$ cat config.mk
export PLATFORM = sky130hd
export DESIGN_NAME = mmio_frame_master
export DESIGN_NICKNAME = d
export VERILOG_FILES = /design/src/rtl/mmio_map_pkg.sv /design/src/rtl/mmio_frame_rom.sv /design/src/rtl/mmio_frame_master.sv
export SDC_FILE = /design/constraint.sdc
export NUM_CORES = 1
export LEC_CHECK = 0
export ABC_CLOCK_PERIOD_IN_PS = 3050
export BUFFER_PORTS_ARGS = -buffer_cell sky130_fd_sc_hd__buf_2
export CAP_MARGIN = 40
export CORE_AREA = 2 2 114 116
export CTS_CLUSTER_SIZE = 16
export DETAILED_ROUTE_END_ITERATION = 16
export DIE_AREA = 0 0 116 118
export MAX_ROUTING_LAYER = met4
export PLACE_DENSITY = 0.57
export SLEW_MARGIN = 20
export SYNTH_ARGS = -nofsm -noshare
export SYNTH_HDL_FRONTEND = slang
export SYNTH_SLANG_ARGS = --single-unit
$ cat constraint.sdc
create_clock -name clock -period 3.05 [get_ports clock]
set_input_delay 0.1525 -clock clock [delete_from_list [all_inputs] [get_ports clock]]
set_output_delay 0.1525 -clock clock [all_outputs]
set_load 0.02 [all_outputs]
$ cat src/rtl/mmio_map_pkg.sv
// Shared MMIO map for the frame master: select/register codes, step encoding
// and FSM states.
package mmio_map_pkg;

  localparam logic [4:0] SEL_PHY1 = 5'd0;
  localparam logic [4:0] SEL_PHY2 = 5'd1;
  localparam logic [4:0] SEL_GCM1 = 5'd4;
  localparam logic [4:0] SEL_GCM2 = 5'd5;
  localparam logic [4:0] SEL_VGA1 = 5'd8;
  localparam logic [4:0] SEL_VGA2 = 5'd9;
  localparam logic [4:0] SEL_COLL = 5'd12;

  localparam logic [4:0] REG_POS    = 5'd0;
  localparam logic [4:0] REG_CTRL   = 5'd4;
  localparam logic [4:0] REG_COLLIS = 5'd7;

  typedef enum logic {OP_RD = 1'b0, OP_WR = 1'b1} op_e;
  typedef enum logic {OPD_T = 1'b0, OPD_P = 1'b1} opd_e;
  typedef enum logic [1:0] {ST_IDLE, ST_REQ, ST_RUN, ST_DONE} state_e;

  typedef struct packed {
    logic        last;
    op_e         op;
    opd_e        opd;
    logic [12:0] addr;
  } step_t;

  function automatic logic [12:0] mmio_addr(input logic [4:0] sel, input logic [4:0] rg);
    return {1'b1, sel, rg, 2'b00};
  endfunction

endpackage

$ cat src/rtl/mmio_frame_rom.sv
// Per-frame transfer table: step index to {last, op, operand, address}.
module mmio_frame_rom import mmio_map_pkg::*; #(
  parameter int NUM_PLAYERS = 2
) (
  input  logic [3:0] idx_i,
  output step_t      step_o
);

  always_comb begin
    step_o = '{1'b0, OP_RD, OPD_T, 13'h0};
    case (idx_i)
      4'd0:  step_o = '{1'b0, OP_RD, OPD_T, mmio_addr(SEL_GCM1, REG_POS)};
      4'd1:  step_o = '{1'b0, OP_WR, OPD_T, mmio_addr(SEL_PHY1, REG_CTRL)};
      4'd2:  step_o = '{1'b0, OP_RD, OPD_T, mmio_addr(SEL_GCM2, REG_POS)};
      4'd3:  step_o = '{1'b0, OP_WR, OPD_T, mmio_addr(SEL_PHY2, REG_CTRL)};
      4'd4:  step_o = '{1'b0, OP_RD, OPD_P, mmio_addr(SEL_PHY1, REG_POS)};
      4'd5:  step_o = '{1'b0, OP_WR, OPD_P, mmio_addr(SEL_VGA1, REG_POS)};
      4'd6:  step_o = '{1'b0, OP_WR, OPD_P, mmio_addr(SEL_COLL, REG_POS)};
      4'd7:  step_o = '{1'b0, OP_RD, OPD_T, mmio_addr(SEL_COLL, REG_POS)};
      4'd8:  step_o = '{1'b0, OP_WR, OPD_T, mmio_addr(SEL_PHY1, REG_COLLIS)};
      4'd9:  step_o = '{1'b0, OP_RD, OPD_P, mmio_addr(SEL_PHY2, REG_POS)};
      4'd10: step_o = '{1'b0, OP_WR, OPD_P, mmio_addr(SEL_VGA2, REG_POS)};
      4'd11: step_o = '{1'b0, OP_WR, OPD_P, mmio_addr(SEL_COLL, REG_POS)};
      4'd12: step_o = '{1'b0, OP_RD, OPD_T, mmio_addr(SEL_COLL, REG_POS)};
      4'd13: step_o = '{1'b0, OP_WR, OPD_T, mmio_addr(SEL_PHY2, REG_COLLIS)};
      default: step_o = '{1'b0, OP_RD, OPD_T, 13'h0};
    endcase
    // Single-player frames end after the player-1 collision write-back.
    step_o.last = (idx_i == 4'd13) || ((NUM_PLAYERS == 1) && (idx_i == 4'd8));
  end

endmodule

$ cat src/rtl/mmio_frame_master.sv
// Frame-driven MMIO bus initiator: on each tick, shuffles controller, position
// and collision data between coprocessors while holding the bus grant.
module mmio_frame_master import mmio_map_pkg::*; #(
  parameter int NUM_PLAYERS = 2,
  parameter int FRAME_CNT_W = 16
) (
  input  logic                   clock,
  input  logic                   reset,
  input  logic                   frame_tick,
  output logic                   bus_req,
  input  logic                   bus_gnt,
  output logic [12:0]            address,
  output logic [31:0]            data_out,
  output logic                   wren,
  input  logic [31:0]            data_in,
  output logic                   busy,
  output logic                   done,
  output logic [FRAME_CNT_W-1:0] frame_count,
  output logic [7:0]             overrun_count
);

  state_e                 state_q, state_d;
  logic [3:0]             step_q, step_d;
  logic [31:0]            t_q, t_d, p_q, p_d;
  logic [FRAME_CNT_W-1:0] frame_q, frame_d;
  logic [7:0]             ovr_q, ovr_d;
  step_t                  step;

  mmio_frame_rom #(.NUM_PLAYERS(NUM_PLAYERS)) u_rom (
    .idx_i  (step_q),
    .step_o (step)
  );

  always_comb begin
    state_d  = state_q;
    step_d   = step_q;
    t_d      = t_q;
    p_d      = p_q;
    frame_d  = frame_q;
    ovr_d    = ovr_q;
    bus_req  = 1'b0;
    busy     = 1'b0;
    done     = 1'b0;
    address  = 13'h0;
    data_out = 32'h0;
    wren     = 1'b0;

    if (frame_tick && (state_q != ST_IDLE) && (ovr_q != 8'hFF))
      ovr_d = ovr_q + 8'd1;

    case (state_q)
      ST_IDLE: if (frame_tick) begin
        state_d = ST_REQ;
        step_d  = 4'd0;
      end
      ST_REQ: begin
        bus_req = 1'b1;
        busy    = 1'b1;
        if (bus_gnt) state_d = ST_RUN;
      end
      ST_RUN: begin
        bus_req = 1'b1;
        busy    = 1'b1;
        // Without a grant the bus is parked at zero and the step is held.
        if (bus_gnt) begin
          address = step.addr;
          if (step.op == OP_WR) begin
            wren     = 1'b1;
            data_out = (step.opd == OPD_P) ? p_q : t_q;
          end else if (step.opd == OPD_P) begin
            p_d = data_in;
          end else begin
            t_d = data_in;
          end
          if (step.last)
            state_d = ST_DONE;
          else if ((NUM_PLAYERS == 1) && (step_q == 4'd1))
            step_d = 4'd4;
          else
            step_d = step_q + 4'd1;
        end
      end
      ST_DONE: begin
        done    = 1'b1;
        frame_d = frame_q + FRAME_CNT_W'(1);
        state_d = ST_IDLE;
        step_d  = 4'd0;
      end
      default: state_d = ST_IDLE;
    endcase
  end

  always_ff @(posedge clock) begin
    if (reset) begin
      state_q <= ST_IDLE;
      step_q  <= 4'd0;
      t_q     <= 32'h0;
      p_q     <= 32'h0;
      frame_q <= '0;
      ovr_q   <= 8'h0;
    end else begin
      state_q <= state_d;
      step_q  <= step_d;
      t_q     <= t_d;
      p_q     <= p_d;
      frame_q <= frame_d;
      ovr_q   <= ovr_d;
    end
  end

  assign frame_count   = frame_q;
  assign overrun_count = ovr_q;

endmodule

== Word level (Yosys, flattened, before mapping) ==
Memories as Yosys holds them, arrays and structs flattened. A register that Yosys moved wholly into a read port is not among the register bits.
Index checks and enable logic that the tools add are counted.

* Register bits after elaboration: 94
* Memory bits (read-only): 144
* Bits of input ports: 36
* Output and inout bits: 73
* Word-level logic and storage cells: 54
* Memories kept: 1

{| class="wikitable"
|+ Memories
! name !! words !! bits a word !! read ports !! clocked after memory_dff !! wr ports !! RTL line !! RTL
|-
| (name not given) || 16 || 9 || 1 || 1 || 0 || mmio_frame_rom.sv:11 || <nowiki>case (idx_i)</nowiki>
|}

* Add/subtract/negate cells: 3
* Equal/unequal tests: 10
* Mux-type cells: 22
* Bitwise logic cells: 2
* Reductions and logical operators: 10

{| class="wikitable"
|+ Operators by type and width
! cell !! count
|-
| $mux W32 || 4
|-
| $mux W13 || 2
|-
| $mux W4 || 5
|-
| $add A16 B1 Y16 const B || 1
|-
| $reduce_and A4 Y1 || 4
|-
| $pmux W4 S3 || 1
|-
| $ne A2 B2 Y1 const B || 5
|-
| $add A8 B1 Y8 const B || 1
|-
| $mux W2 || 4
|-
| $ne A8 B8 Y1 const B || 1
|-
| $pmux W2 S4 || 1
|-
| $mux W1 || 5
|-
| $add A4 B1 Y4 const B || 1
|-
| $eq A2 B2 Y1 const B || 2
|-
| $eq A4 B4 Y1 const B || 1
|-
| $reduce_bool A3 Y1 || 1
|-
| $eq A2 B1 Y1 const B || 1
|-
| $logic_and A1 B1 Y1 || 2
|-
| $logic_not A2 Y1 || 1
|-
| $not A1 Y1 || 2
|-
| $reduce_bool A2 Y1 || 1
|-
| $reduce_or A2 Y1 || 1
|}

== Longest topological paths before layout ==
Gate-level depths: netlist (run 1).

* Word-level depth: 6
* Mapped depth: 9
* Depth with buffers taken out: 9

== By module ==
Synthesis (run 1) repeated with hierarchy kept, for this count alone.

* Cell total of the unflattened synthesis: 568
* Area total of the unflattened synthesis: 4570.6 µm²

{| class="wikitable"
|+ By module, submodules not included
! module !! times used !! cells each !! area an instance (µm²) !! sequential area each (µm²)
|-
| mmio_frame_master || 1 || 535 || 4289.1 || 1881.8
|-
| mmio_frame_rom || 1 || 33 || 281.5 || 0.0
|}

== Least setup slack after synthesis (run 1) ==
No wires, ideal clock.

* Kind: reg-to-reg
* Start point: reg state_q[0]
* End point: reg, netlist name u_rom.step_o[9]
* Library setup time: 0.074 ns
* Arrival time: 2.436 ns
* Setup slack: 0.540 ns
* Cell stages (with the launch flop): 10
* Path buffers: 0
* Clock period less this slack: 2.510 ns
* Path through: dfxtp_1 > inv_1 > ha_1 > or2b_2 > nand3_1 > or4_1 > a21o_1 > inv_2 > mux2_2 > o22ai_2

* Word-level cells in the longest chain between the ends: 5

{| class="wikitable"
|+ Ends and longest elaborated chain
! what !! RTL line !! RTL
|-
| start, declared || mmio_frame_master.sv:22 || <nowiki>state_e state_q, state_d;</nowiki>
|-
| start signal, assigned || mmio_frame_master.sv:102 || <nowiki>state_q <= state_d;</nowiki>
|-
| $eq A2 B2 Y1 / $logic_not A2 Y1 (equally long branches) || mmio_frame_master.sv:51 || <nowiki>case (state_q)</nowiki>
|-
| $ne A2 B2 Y1 (no line) / $reduce_bool A3 Y1 (equally long branches) || -- ||
|-
| $reduce_and A4 Y1 (no line) || -- ||
|-
| $mux W4 (no line) * (2 in series) || -- ||
|}

Every way passes the cells marked *; elsewhere a longest branch is shown, timed or not.
A chain may end at the register's enable or synchronous reset.

== Worst setup path in the final report (run 1) ==
* Start point: reg state_q[0]
* End point: reg, netlist name u_rom.step_o[9]

* Word-level cells in the longest chain between the ends: 5

{| class="wikitable"
|+ Ends and longest elaborated chain
! what !! RTL line
|-
| $eq A2 B2 Y1 / $logic_not A2 Y1 (equally long branches) || mmio_frame_master.sv:51
|-
| $ne A2 B2 Y1 (no line) / $reduce_bool A3 Y1 (equally long branches) || --
|-
| $reduce_and A4 Y1 (no line) || --
|-
| $mux W4 (no line) * (2 in series) || --
|}

Marked as above.

==> tab_implementation.tex, run 1 <==
\begin{tabular}{lr}
\hline
Metric & Value \\
\hline
\multicolumn{2}{l}{\textbf{Global route}} \\
\quad Congestion Overflow GR & 0 \\
\quad Maximum number of pins on one net before global-route repair & 51 \\
\quad Antenna violations before repair & 1 \\
\quad M2 GR Usage & 0.276 \\
\quad Global-route wire length before repair & roughly 18000 um \\
\quad Combined global-route utilization of all metal layers & 0.173 \\
\quad Met1 capacity usage during global routing & 0.211 \\
\quad Via count of the first global-routing pass & 3885 \\
\quad Highest-utilization routing layer at the global route stage & met2 \\
\quad Global-route met3 utilization & 0.0386 \\
\multicolumn{2}{l}{\textbf{STA}} \\
\quad Max-slew violation count & 0 \\
\quad Minimum period implied by the final worst setup slack & approximately 2.6 ns \\
\quad Worst slew pin tran & between 0.5 and 0.6 ns \\
\quad Worst rel slew slack & 0.642 \\
\quad Final Hold Slack & approximately 0.05 ns \\
\quad Share of the clock period used by the worst path after layout & 0.862 \\
\quad Final setup violation count & 0 \\
\quad Final hold violation count & 0 \\
\quad FMAX & around 380 MHz \\
\quad Final TNS setup & 0 ns \\
\quad RSZ-0062 raised after global routing & no \\
\quad Post-route clock skew & 0.00662 ns \\
\multicolumn{2}{l}{\textbf{Floorplan}} \\
\quad Starting density of the core & 0.373 \\
\quad Horizontal extent of the die & between 100 and 150 um \\
\quad Floorplan die height & approximately 120 um \\
\quad I/O Pins & around 110 \\
\quad Die Footprint & about 0.014 mm\^{}2 \\
\quad Area of the core & $\sim$0.012 mm\^{}2 \\
\quad Num rows & between 40 and 50 \\
\multicolumn{2}{l}{\textbf{Clock tree}} \\
\quad Clock tree from TritonCTS & built \\
\quad Max clock buf depth & 2 \\
\quad H-Tree Depth & 3 \\
\quad Number of gates given a new drive strength after cts & 0 \\
\quad Post-CTS Setup Repair Bufs & 0 \\
\quad Count of hold buffers inserted by post-cts repair & 0 \\
\quad Clock buffer count from CTS & 9 \\
\quad Buffer type at the clock tree root & sky130\_fd\_sc\_hd\_\_clkbuf\_16 \\
\quad Clock insertion delay at the later pin of the skew report & 0.35 ns \\
\quad Clock-pin transition on the worst setup and hold timing paths & 0.07 ns \\
\quad Number of sinks handled by clock tree synthesis & 102 \\
\multicolumn{2}{l}{\textbf{Routing}} \\
\quad Drt first pass iters & 5 \\
\quad Post-route antenna net violation count & 0 \\
\quad Violation count after the first detailed-route iteration & 229 \\
\quad Routed vias & around 4100 \\
\quad Vias per cell & 4.87 \\
\quad Total detailed-routing wirelength & 11300 um \\
\quad Total DRC errors in the routed layout & 0 \\
\quad Routed WL per cell & 13.5 um \\
\multicolumn{2}{l}{\textbf{Yosys}} \\
\quad FFs w/ async S/R, synth & 0 \\
\quad Avg Cell Area, Syn & just over 8 um\^{}2 \\
\quad Cell count after synthesis & 575 \\
\quad Share of the yosys chip area belonging to registers & 0.441 \\
\quad Synthesized cell area & roughly 0.0046 mm\^{}2 \\
\quad Number of synthesized flops with an enable pin & 0 \\
\quad Number of register bits inferred by synthesis & 102 \\
\quad Synthesis Warnings & 0 \\
\quad Number of distinct library cells after synthesis & 46 \\
\quad Top FF cell, synth & sky130\_fd\_sc\_hd\_\_dfxtp\_1 \\
\multicolumn{2}{l}{\textbf{Critical path}} \\
\quad Maximum fanout count along the critical path & 9 \\
\quad CP startpoint kind & flip-flop \\
\quad Endpoint arrival time on the critical path & 2.91 ns \\
\quad Worst EP required & 3.33 ns \\
\quad Type of the setup path with the least slack & flip-flop to flip-flop \\
\quad Endpoint kind of the worst setup timing path & flip-flop \\
\multicolumn{2}{l}{\textbf{Layout}} \\
\quad FILL cells & around 1300 \\
\quad Commonest non-fill, non-tap cells in the layout & sky130\_fd\_sc\_hd\_\_nand2\_1 (140), sky130\_fd\_sc\_hd\_\_buf\_2 (102), sky130\_fd\_sc\_hd\_\_dfxtp\_1 (101) \\
\quad Most frequent standard cell in the layout excluding fill and tap cells & sky130\_fd\_sc\_hd\_\_nand2\_1 \\
\quad Share of final-layout standard cells stronger than drive strength 1 & 0.209 \\
\quad Layout overhead on the synthesized area & 20.3\% \\
\quad Utilization after layout & 0.448 \\
\quad Net count of the finished layout & 710 \\
\multicolumn{2}{l}{\textbf{Job}} \\
\quad Max-cap violation count & 0 \\
\multicolumn{2}{l}{\textbf{Placement}} \\
\quad Count of buffers from port buffering & 102 \\
\quad Post-detailed-placement half-perimeter wirelength & approximately 7600 um \\
\quad Gp weighted congestion & 0.806 \\
\multicolumn{2}{l}{\textbf{Power}} \\
\quad Static Leak & 2.18 nW \\
\quad Power per cell area & roughly 570 mW/mm\^{}2 \\
\quad IR drop worst, VDD & 0.283 mV \\
\multicolumn{2}{l}{\textbf{Outcome}} \\
\quad Outcome & completed \\
\multicolumn{2}{l}{\textbf{Hold path}} \\
\quad Tightest Hold Check Type & primary input to flip-flop \\
\hline
\end{tabular}
Yosys cell counts (all sizes together) (10+ instances only):
master,instances,area [um^2]
nor2,61,229
mux2i,41,418
dfxtp,102,2040
ha,12,150
inv,12,45.0
o21ai,11,55.1
nand2,140,526
buf,10,75.1
xor2,12,105
nand3,11,55.1
a21oi,69,345
clkbuf,32,120
through the flow:
step | cells | power (mW) | setup slack (ns) | cell area, um^2
6_report | 839 | 3.15 | 0.420 | 5570
5_1_grt | 839 | 3.31 | 0.278 | 5570
2_1_floorplan | 580 | 1.88 | 0.540 | 4640
3_3_place_gp | 823 | 2.01 | 0.513 | 5260
3_5_place_dp | 823 | 2.02 | 0.429 | 5260
4_1_cts | 838 | 3.20 | 0.410 | 5560
cell families after synthesis:
group / count (synthesis) / share of synthesized area
buffers and inverters: 54 / 0.0519
flip-flops: 102 / 0.441
multiplexers: 42 / 0.0928
other: 1 / 0.000811
XOR/XNOR: 19 / 0.0360
AO/OA/AOI/OAI: 91 / 0.108
AND/OR/NAND/NOR: 254 / 0.237
adder cells (fa/ha/maj): 12 / 0.0325
report_power, final:
group	total [mW]	switching (mW)	internal, mW	leakage, nW
registers	1.44	0.0449	1.39	0.823
logic	0.550	0.338	0.212	1.20
clock network	1.16	0.486	0.677	0.149
total	3.15	0.869	2.28	2.18
worst max-delay path, stage by stage (launching register included):
cell and delay, ns:
sky130_fd_sc_hd__dfxtp_1 0.38, sky130_fd_sc_hd__inv_1 0.12, sky130_fd_sc_hd__ha_1 0.37, sky130_fd_sc_hd__or2b_2 0.22
sky130_fd_sc_hd__nand3_1 0.07, sky130_fd_sc_hd__or4_1 0.47, sky130_fd_sc_hd__a21o_1 0.25, sky130_fd_sc_hd__inv_2 0.19
sky130_fd_sc_hd__mux2_2 0.37, sky130_fd_sc_hd__o22ai_2 0.13
path summary, 6_finish.rpt:
kind | startpoint | to | slack (ns) | depth (start not counted)
worst min-delay path | data_in[29] | p_q[29] | 0.05 | 3
worst max-delay path | state_q[0] | u_rom.step_o[9] | 0.42 | 9
worst min register to register | p_q[4] | p_q[4] | 0.45 | 2
worst max register to register | state_q[0] | u_rom.step_o[9] | 0.42 | 9
final cells by class:
| class | instances | area [um^2] | area share |
|---|---|---|---|
| diodes | 1 | 2.50 | 0.000450 |
| clock buffers | 12 | 256 | 0.0461 |
| clock inverters | 3 | 43.8 | 0.00787 |
| inverters | 12 | 45.0 | 0.00809 |
| multi-input cells | 424 | 2370 | 0.425 |
| flip-flops and latches | 102 | 2040 | 0.367 |
| well taps | 172 | 215 | 0.0387 |
| repair buffers | 113 | 593 | 0.107 |
sequential cells by signal (all words and copies together) (netlist names):
name and count:
t_q 32, u_rom.step_o 8, frame_count 16, p_q 32, overrun_count 8, state_q 2, step_q 4
layer usage:
layer,wire length (um),vias up
met4,198,0
met1,5260,1898
met3,552,16
li1,-,2067
met5,0,-
met2,5320,104
No activity file was read; power rests on OpenSTA's default activity.
==> run 2: changes to the inputs <==
--- a/config.mk
+++ b/config.mk
@@ -6,7 +6,7 @@
 export NUM_CORES = 1
 export LEC_CHECK = 0
 export ABC_CLOCK_PERIOD_IN_PS = 3050
-export BUFFER_PORTS_ARGS = -buffer_cell sky130_fd_sc_hd__buf_2
+export BUFFER_PORTS_ARGS = -buffer_cell sky130_fd_sc_hd__buf_4
 export CAP_MARGIN = 40
 export CORE_AREA = 2 2 114 116
 export CTS_CLUSTER_SIZE = 16
==> tab_implementation.tex, run 2 (synthesis results as in run 1) <==
\begin{tabular}{lr}
\hline
Metric & Value \\
\hline
\multicolumn{2}{l}{\textbf{STA}} \\
\quad Max-slew violation count & 0 (unchanged) \\
\quad Final setup violation count & 0 (unchanged) \\
\quad Share of the clock period used by the worst path after layout & 0.860 (-0.00198) \\
\quad Final TNS setup & 0 ns (unchanged) \\
\quad Post-layout worst setup margin & 0.426 ns (+0.00603 ns) \\
\quad Worst rel slew slack & 0.611 (-0.0306) \\
\quad Post-route clock skew & 0.00500 ns (-0.00162 ns) \\
\quad RSZ-0062 raised after global routing & no \\
\quad FMAX & 381 MHz (+0.23\%) \\
\quad Final hold violation count & 0 (unchanged) \\
\quad Minimum period implied by the final worst setup slack & 2.62 ns (-0.00603 ns) \\
\quad Worst slew pin tran & 0.582 ns (+0.0455 ns) \\
\multicolumn{2}{l}{\textbf{Clock tree}} \\
\quad H-Tree Depth & 3 (unchanged) \\
\quad Clock tree from TritonCTS & built \\
\quad Post-CTS Setup Repair Bufs & 0 (unchanged) \\
\quad Number of sinks handled by clock tree synthesis & 102 (unchanged) \\
\quad Clock insertion delay at the later pin of the skew report & 0.35 ns (about the same) \\
\quad Clock-pin transition on the worst setup and hold timing paths & 0.06 ns (about the same) \\
\quad Number of gates given a new drive strength after cts & 0 (unchanged) \\
\quad Count of hold buffers inserted by post-cts repair & 0 (unchanged) \\
\quad Clock buffer count from CTS & 9 (unchanged) \\
\quad Max clock buf depth & 2 (unchanged) \\
\quad Buffer type at the clock tree root & sky130\_fd\_sc\_hd\_\_clkbuf\_16 \\
\multicolumn{2}{l}{\textbf{Layout}} \\
\quad Utilization after layout & 0.468 (+0.0199) \\
\quad ANT cells & 0 (-1) \\
\quad Net count of the finished layout & 710 (unchanged) \\
\quad Commonest non-fill, non-tap cells in the layout & sky130\_fd\_sc\_hd\_\_nand2\_1 (140), sky130\_fd\_sc\_hd\_\_buf\_4 (112), sky130\_fd\_sc\_hd\_\_dfxtp\_1 (101) \\
\quad Share of final-layout standard cells stronger than drive strength 1 & 0.205 (-0.00331) \\
\quad Layout overhead on the synthesized area & 25.7\% \\
\quad Most frequent standard cell in the layout excluding fill and tap cells & sky130\_fd\_sc\_hd\_\_nand2\_1 \\
\quad FILL cells & 1222 (-5.9\%) \\
\multicolumn{2}{l}{\textbf{Global route}} \\
\quad Global-route wire length before repair & 18600 um (+1.7\%) \\
\quad Combined global-route utilization of all metal layers & 0.176 (+0.00299) \\
\quad Antenna violations before repair & 0 (-1) \\
\quad Maximum number of pins on one net before global-route repair & 51 (unchanged) \\
\quad Congestion Overflow GR & 0 (unchanged) \\
\quad Via count of the first global-routing pass & 4001 (+3.0\%) \\
\multicolumn{2}{l}{\textbf{Critical path}} \\
\quad CP startpoint kind & flip-flop \\
\quad Cell depth of the worst flop-to-flop path & 9 (unchanged) \\
\quad Endpoint arrival time on the critical path & 2.90 ns (about the same) \\
\quad Max incr delay on CP & 0.47 ns (about the same) \\
\quad Crit path buffers/inverters & 2 (unchanged) \\
\quad Sequence of cells on the critical path & inv\_1, ha\_1, or2b\_2, nand3\_1, or4\_1, a21o\_1, inv\_2, mux2\_2, o22ai\_2 \\
\quad Crit path max-delay cell type & sky130\_fd\_sc\_hd\_\_or4\_1 \\
\quad Type of the setup path with the least slack & flip-flop to flip-flop \\
\quad R2r endpoint & u\_rom.step\_o[9] \\
\quad Cell family contributing the most delay on the critical path & simple AND/OR/NAND/NOR gates \\
\quad Endpoint kind of the worst setup timing path & flip-flop \\
\quad Register-to-register path setup slack & 0.43 ns (about the same) \\
\quad Reg-to-Reg Start & state\_q[0] \\
\quad Worst EP required & 3.33 ns (about the same) \\
\quad Maximum fanout count along the critical path & 9 (unchanged) \\
\multicolumn{2}{l}{\textbf{Routing}} \\
\quad Violation count after the first detailed-route iteration & 261 (+14\%) \\
\quad Drt first pass iters & 4 (-1) \\
\quad Routed vias & 4048 (-0.91\%) \\
\quad Post-route antenna net violation count & 0 (unchanged) \\
\quad Total DRC errors in the routed layout & 0 (unchanged) \\
\quad Total detailed-routing wirelength & 11500 um (+1.6\%) \\
\quad Vias per cell & 4.82 (-0.91\%) \\
\quad Routed WL per cell & 13.7 um (+1.6\%) \\
\multicolumn{2}{l}{\textbf{Power}} \\
\quad Total design power & 3.12 mW (-1.1\%) \\
\quad Power per cell area & 536 mW/mm\^{}2 (-5.3\%) \\
\quad IR drop worst, VDD & 0.459 mV (+62\%) \\
\quad Static Leak & 2.19 nW (+0.61\%) \\
\multicolumn{2}{l}{\textbf{Floorplan}} \\
\quad I/O Pins & 109 (unchanged) \\
\quad Area of the core & 0.0124 mm\^{}2 (unchanged) \\
\quad Floorplan die height & 118 um (unchanged) \\
\quad Num rows & 41 (unchanged) \\
\quad Die Footprint & 0.0137 mm\^{}2 (unchanged) \\
\quad Horizontal extent of the die & 116 um (unchanged) \\
\quad Starting density of the core & 0.373 (unchanged) \\
\multicolumn{2}{l}{\textbf{Hold path}} \\
\quad Beginning of the worst hold path & data\_in[27] \\
\quad Tightest Hold Check Type & primary input to flip-flop \\
\quad Hold EP & t\_q[27] \\
\quad Count of cells along the worst hold path & 3 (unchanged) \\
\multicolumn{2}{l}{\textbf{Placement}} \\
\quad Count of buffers from port buffering & 102 (unchanged) \\
\quad Placement Setup Slack & 0.440 ns (+0.0112 ns) \\
\quad Post-detailed-placement half-perimeter wirelength & 7830 um (+3.3\%) \\
\quad Gp weighted congestion & 0.832 (+3.3\%) \\
\multicolumn{2}{l}{\textbf{Outcome}} \\
\quad Outcome & completed \\
\multicolumn{2}{l}{\textbf{Job}} \\
\quad Max-cap violation count & 0 (unchanged) \\
\hline
\end{tabular}
[run 2: changes by cell type in the layout (fill, tap and decap cells not counted), sizes merged]
cell,delta
bufinv,-1
clkbuf,+4
clkinv,-2
diode,-1
[run 2: cell type report]
type                    instances  area (um^2)  share of cell area
repair buffers                113          861               0.148
inverters                      12         45.0             0.00775
well taps                     172          215              0.0370
clock buffers                  16          282              0.0484
multi-input cells             424         2370               0.407
flip-flops and latches        102         2040               0.351
[run 2: tightest hold or removal path: stages]
cell and delay [ns]:
sky130_fd_sc_hd__buf_4 0.11, sky130_fd_sc_hd__nand2_1 0.05, sky130_fd_sc_hd__a21oi_1 0.05
[run 2: through the flow]
stage	area [um^2]	hold slack (ns)	instances
CTS	5810	0.0438	839
detailed placement	5530	0.419	823
floorplan	4640	0.288	580
global route	5810	0.0440	839
finish	5810	0.0552	839
global placement	5530	0.411	823
[run 2: routing by layer]
layer / track usage / routed length, um / vias to the layer above
met5: - / 0 / -
met4: 0.0662 / 229 / 0
met3: 0.0422 / 579 / 19
met2: 0.285 / 5530 / 89
met1: 0.210 / 5180 / 1875
li1: - / - / 2065
[run 2: worst max-delay path by stage]
stage | endpoint | cells past startpoint | startpoint | slack (ns)
floorplan | u_rom.step_o[9] | 9 | state_q[0] | 0.54
finish | u_rom.step_o[9] | 9 | state_q[0] | 0.43
CTS | u_rom.step_o[9] | 9 | state_q[1] | 0.42
global route | u_rom.step_o[9] | 9 | state_q[0] | 0.25
detailed placement | u_rom.step_o[9] | 9 | state_q[1] | 0.44
global placement | u_rom.step_o[9] | 9 | state_q[0] | 0.51
[run 2: report_power, final]
group          internal (mW)  total [mW]  switching [mW]
clock network          0.622        1.09           0.473
registers               1.39        1.44          0.0453
logic                  0.243       0.583           0.340
total                   2.26        3.12           0.858
==> run 3: changes to the inputs <==
--- a/config.mk
+++ b/config.mk
@@ -6,7 +6,7 @@
 export NUM_CORES = 1
 export LEC_CHECK = 0
 export ABC_CLOCK_PERIOD_IN_PS = 3050
-export BUFFER_PORTS_ARGS = -buffer_cell sky130_fd_sc_hd__buf_4
+export BUFFER_PORTS_ARGS = -buffer_cell sky130_fd_sc_hd__clkbuf_2
 export CAP_MARGIN = 40
 export CORE_AREA = 2 2 114 116
 export CTS_CLUSTER_SIZE = 16
==> tab_implementation.tex, run 3 (synthesis results as in run 1) <==
\begin{tabular}{lr}
\hline
Metric & Value \\
\hline
\multicolumn{2}{l}{\textbf{Outcome}} \\
\quad Outcome & completed \\
\multicolumn{2}{l}{\textbf{Critical path}} \\
\quad Crit path max-delay cell type & sky130\_fd\_sc\_hd\_\_or4\_1 \\
\quad CP startpoint kind & flip-flop \\
\quad Crit path buffers/inverters & 2 (unchanged) \\
\quad Maximum fanout count along the critical path & 9 (unchanged) \\
\quad Sequence of cells on the critical path & inv\_1, ha\_1, or2b\_2, nand3\_1, or4\_1, a21o\_1, inv\_2, mux2\_2, o22ai\_2 \\
\quad Endpoint arrival time on the critical path & 2.89 ns (about the same) \\
\quad Cell family contributing the most delay on the critical path & simple AND/OR/NAND/NOR gates \\
\quad Max incr delay on CP & 0.47 ns (about the same) \\
\quad Endpoint kind of the worst setup timing path & flip-flop \\
\quad Type of the setup path with the least slack & flip-flop to flip-flop \\
\quad Worst EP required & 3.32 ns (about the same) \\
\multicolumn{2}{l}{\textbf{Floorplan}} \\
\quad Die Footprint & 0.0137 mm\^{}2 (unchanged) \\
\quad Area of the core & 0.0124 mm\^{}2 (unchanged) \\
\quad Num rows & 41 (unchanged) \\
\quad Floorplan die height & 118 um (unchanged) \\
\quad Starting density of the core & 0.373 (unchanged) \\
\quad Horizontal extent of the die & 116 um (unchanged) \\
\quad I/O Pins & 109 (unchanged) \\
\multicolumn{2}{l}{\textbf{STA}} \\
\quad Worst slew pin tran & 0.639 ns (+0.0563 ns) \\
\quad Final Hold Slack & 0.0418 ns (-0.0134 ns) \\
\quad Max-slew violation count & 0 (unchanged) \\
\quad Post-route clock skew & 0.00374 ns (-0.00125 ns) \\
\quad Share of the clock period used by the worst path after layout & 0.859 (-0.000877) \\
\quad Worst rel slew slack & 0.574 (-0.0373) \\
\quad FMAX & 382 MHz (+0.10\%) \\
\quad RSZ-0062 raised after global routing & no \\
\quad Final TNS setup & 0 ns (unchanged) \\
\quad Minimum period implied by the final worst setup slack & 2.62 ns (-0.00267 ns) \\
\quad Final setup violation count & 0 (unchanged) \\
\quad Final hold violation count & 0 (unchanged) \\
\multicolumn{2}{l}{\textbf{Clock tree}} \\
\quad H-Tree Depth & 3 (unchanged) \\
\quad Count of hold buffers inserted by post-cts repair & 0 (unchanged) \\
\quad Buffer type at the clock tree root & sky130\_fd\_sc\_hd\_\_clkbuf\_16 \\
\quad Number of sinks handled by clock tree synthesis & 102 (unchanged) \\
\quad Clock-pin transition on the worst setup and hold timing paths & 0.07 ns (about the same) \\
\quad Clock tree from TritonCTS & built \\
\quad Clock buffer count from CTS & 9 (unchanged) \\
\quad Post-CTS Setup Repair Bufs & 0 (unchanged) \\
\quad Clock insertion delay at the later pin of the skew report & 0.34 ns (about the same) \\
\quad Max clock buf depth & 2 (unchanged) \\
\quad Number of gates given a new drive strength after cts & 0 (unchanged) \\
\multicolumn{2}{l}{\textbf{Layout}} \\
\quad Utilization after layout & 0.451 (-0.0170) \\
\quad Most frequent standard cell in the layout excluding fill and tap cells & sky130\_fd\_sc\_hd\_\_nand2\_1 \\
\quad Non-Filler Instances & 839 (unchanged) \\
\quad Commonest non-fill, non-tap cells in the layout & sky130\_fd\_sc\_hd\_\_nand2\_1 (140), sky130\_fd\_sc\_hd\_\_dfxtp\_1 (101), sky130\_fd\_sc\_hd\_\_clkbuf\_2 (101) \\
\quad Layout overhead on the synthesized area & 21.1\% \\
\quad Net count of the finished layout & 710 (unchanged) \\
\quad Share of final-layout standard cells stronger than drive strength 1 & 0.210 (+0.00450) \\
\quad ANT cells & 0 (unchanged) \\
\multicolumn{2}{l}{\textbf{Global route}} \\
\quad Antenna violations before repair & 0 (unchanged) \\
\quad Global-route wire length before repair & 18500 um (-0.67\%) \\
\quad Maximum number of pins on one net before global-route repair & 59 (+16\%) \\
\quad Congestion Overflow GR & 0 (unchanged) \\
\quad Combined global-route utilization of all metal layers & 0.171 (-0.00447) \\
\quad Via count of the first global-routing pass & 3963 (-0.95\%) \\
\multicolumn{2}{l}{\textbf{Routing}} \\
\quad Post-route antenna net violation count & 0 (unchanged) \\
\quad Drt first pass iters & 4 (unchanged) \\
\quad Total detailed-routing wirelength & 11300 um (-2.0\%) \\
\quad Total DRC errors in the routed layout & 0 (unchanged) \\
\quad Routed WL per cell & 13.5 um (-2.0\%) \\
\quad Violation count after the first detailed-route iteration & 290 (+11\%) \\
\quad Routed vias & 4101 (+1.3\%) \\
\quad Vias per cell & 4.89 (+1.3\%) \\
\multicolumn{2}{l}{\textbf{Power}} \\
\quad Net Switching & 878 uW (+2.4\%) \\
\quad Proportion of power drawn by flip-flops and latches & 0.449 (-0.013) \\
\quad Power per cell area & 572 mW/mm\^{}2 (+6.6\%) \\
\quad Combinational share of power & 0.174 (-0.013) \\
\quad Static Leak & 2.13 nW (-2.5\%) \\
\quad Net switching fraction of the power & 0.274 (-0.00107) \\
\quad IR drop worst, VDD & 0.356 mV (-23\%) \\
\quad Total design power & 3.20 mW (+2.8\%) \\
\quad Clock network power share & 0.377 (+0.026) \\
\quad Power Internal & 2.33 mW (+2.9\%) \\
\multicolumn{2}{l}{\textbf{Placement}} \\
\quad Gp weighted congestion & 0.805 (-3.2\%) \\
\quad Count of buffers from port buffering & 102 (unchanged) \\
\quad Post-detailed-placement half-perimeter wirelength & 7730 um (-1.2\%) \\
\quad Cell Count Post-Placement & 823 (unchanged) \\
\multicolumn{2}{l}{\textbf{Hold path}} \\
\quad Tightest Hold Check Type & primary input to flip-flop \\
\multicolumn{2}{l}{\textbf{Job}} \\
\quad Max-cap violation count & 0 (unchanged) \\
\hline
\end{tabular}
==> run 3: changes by cell type in the layout (fill, tap and decap cells not counted) <==
cell,change
sky130_fd_sc_hd__buf_4,-101
sky130_fd_sc_hd__clkbuf_2,+101
sky130_fd_sc_hd__clkbuf_1,-3
sky130_fd_sc_hd__clkbuf_8,-3
sky130_fd_sc_hd__bufinv_16,+2
sky130_fd_sc_hd__clkinv_2,+2
sky130_fd_sc_hd__buf_12,-1
sky130_fd_sc_hd__buf_16,+1
sky130_fd_sc_hd__clkinv_4,+1
sky130_fd_sc_hd__clkinvlp_4,+1
==> run 3: path summary, 6_finish.rpt <==
kind / slack, ns / to / cells after the start / startpoint
worst max-delay path: 0.43 / u_rom.step_o[9] / 9 / state_q[0]
worst min-delay path: 0.04 / p_q[4] / 3 / data_in[4]
worst max register to register: 0.43 / u_rom.step_o[9] / 9 / state_q[0]
worst min register to register: 0.45 / t_q[10] / 2 / t_q[10]
==> run 3: worst min-delay path, stage by stage <==
cell and delay [ns]:
sky130_fd_sc_hd__clkbuf_2 0.09, sky130_fd_sc_hd__nand2_1 0.05, sky130_fd_sc_hd__a21oi_1 0.05
==> run 3: cell type report <==
cell class	count	area, um^2
Tap cell	172	215
Timing Repair Buffer	113	616
Multi-Input combinational cell	424	2370
Fill cell	1254	6810
Clock inverter	6	86.3
Clock buffer	10	229
Inverter	12	45.0
Sequential cell	102	2040
==> run 3: power by group through the flow <==
stage | clock [mW] | combinational (mW) | sequential (mW)
3_5_place_dp | 0 | 0.559 | 1.47
4_1_cts | 1.25 | 0.563 | 1.44
6_report | 1.21 | 0.558 | 1.44
3_3_place_gp | 0 | 0.540 | 1.47
2_1_floorplan | 0 | 0.409 | 1.47
5_1_grt | 1.31 | 0.620 | 1.45
==> run 3: layer usage <==
layer | vias up | part of all wire | global-route usage
li1 | 2066 | - | -
met1 | 1916 | 0.46 | 0.208
met2 | 106 | 0.48 | 0.280
met3 | 13 | 0.048 | 0.0453
met4 | 0 | 0.012 | 0.0439
met5 | - | 0 | -
==> run 3: per-stage QoR <==
stage,worst slack [ns],cell area (um^2)
2_1_floorplan,0.540,4640
3_3_place_gp,0.527,5260
3_5_place_dp,0.441,5290
4_1_cts,0.411,5600
5_1_grt,0.266,5600
6_report,0.429,5600
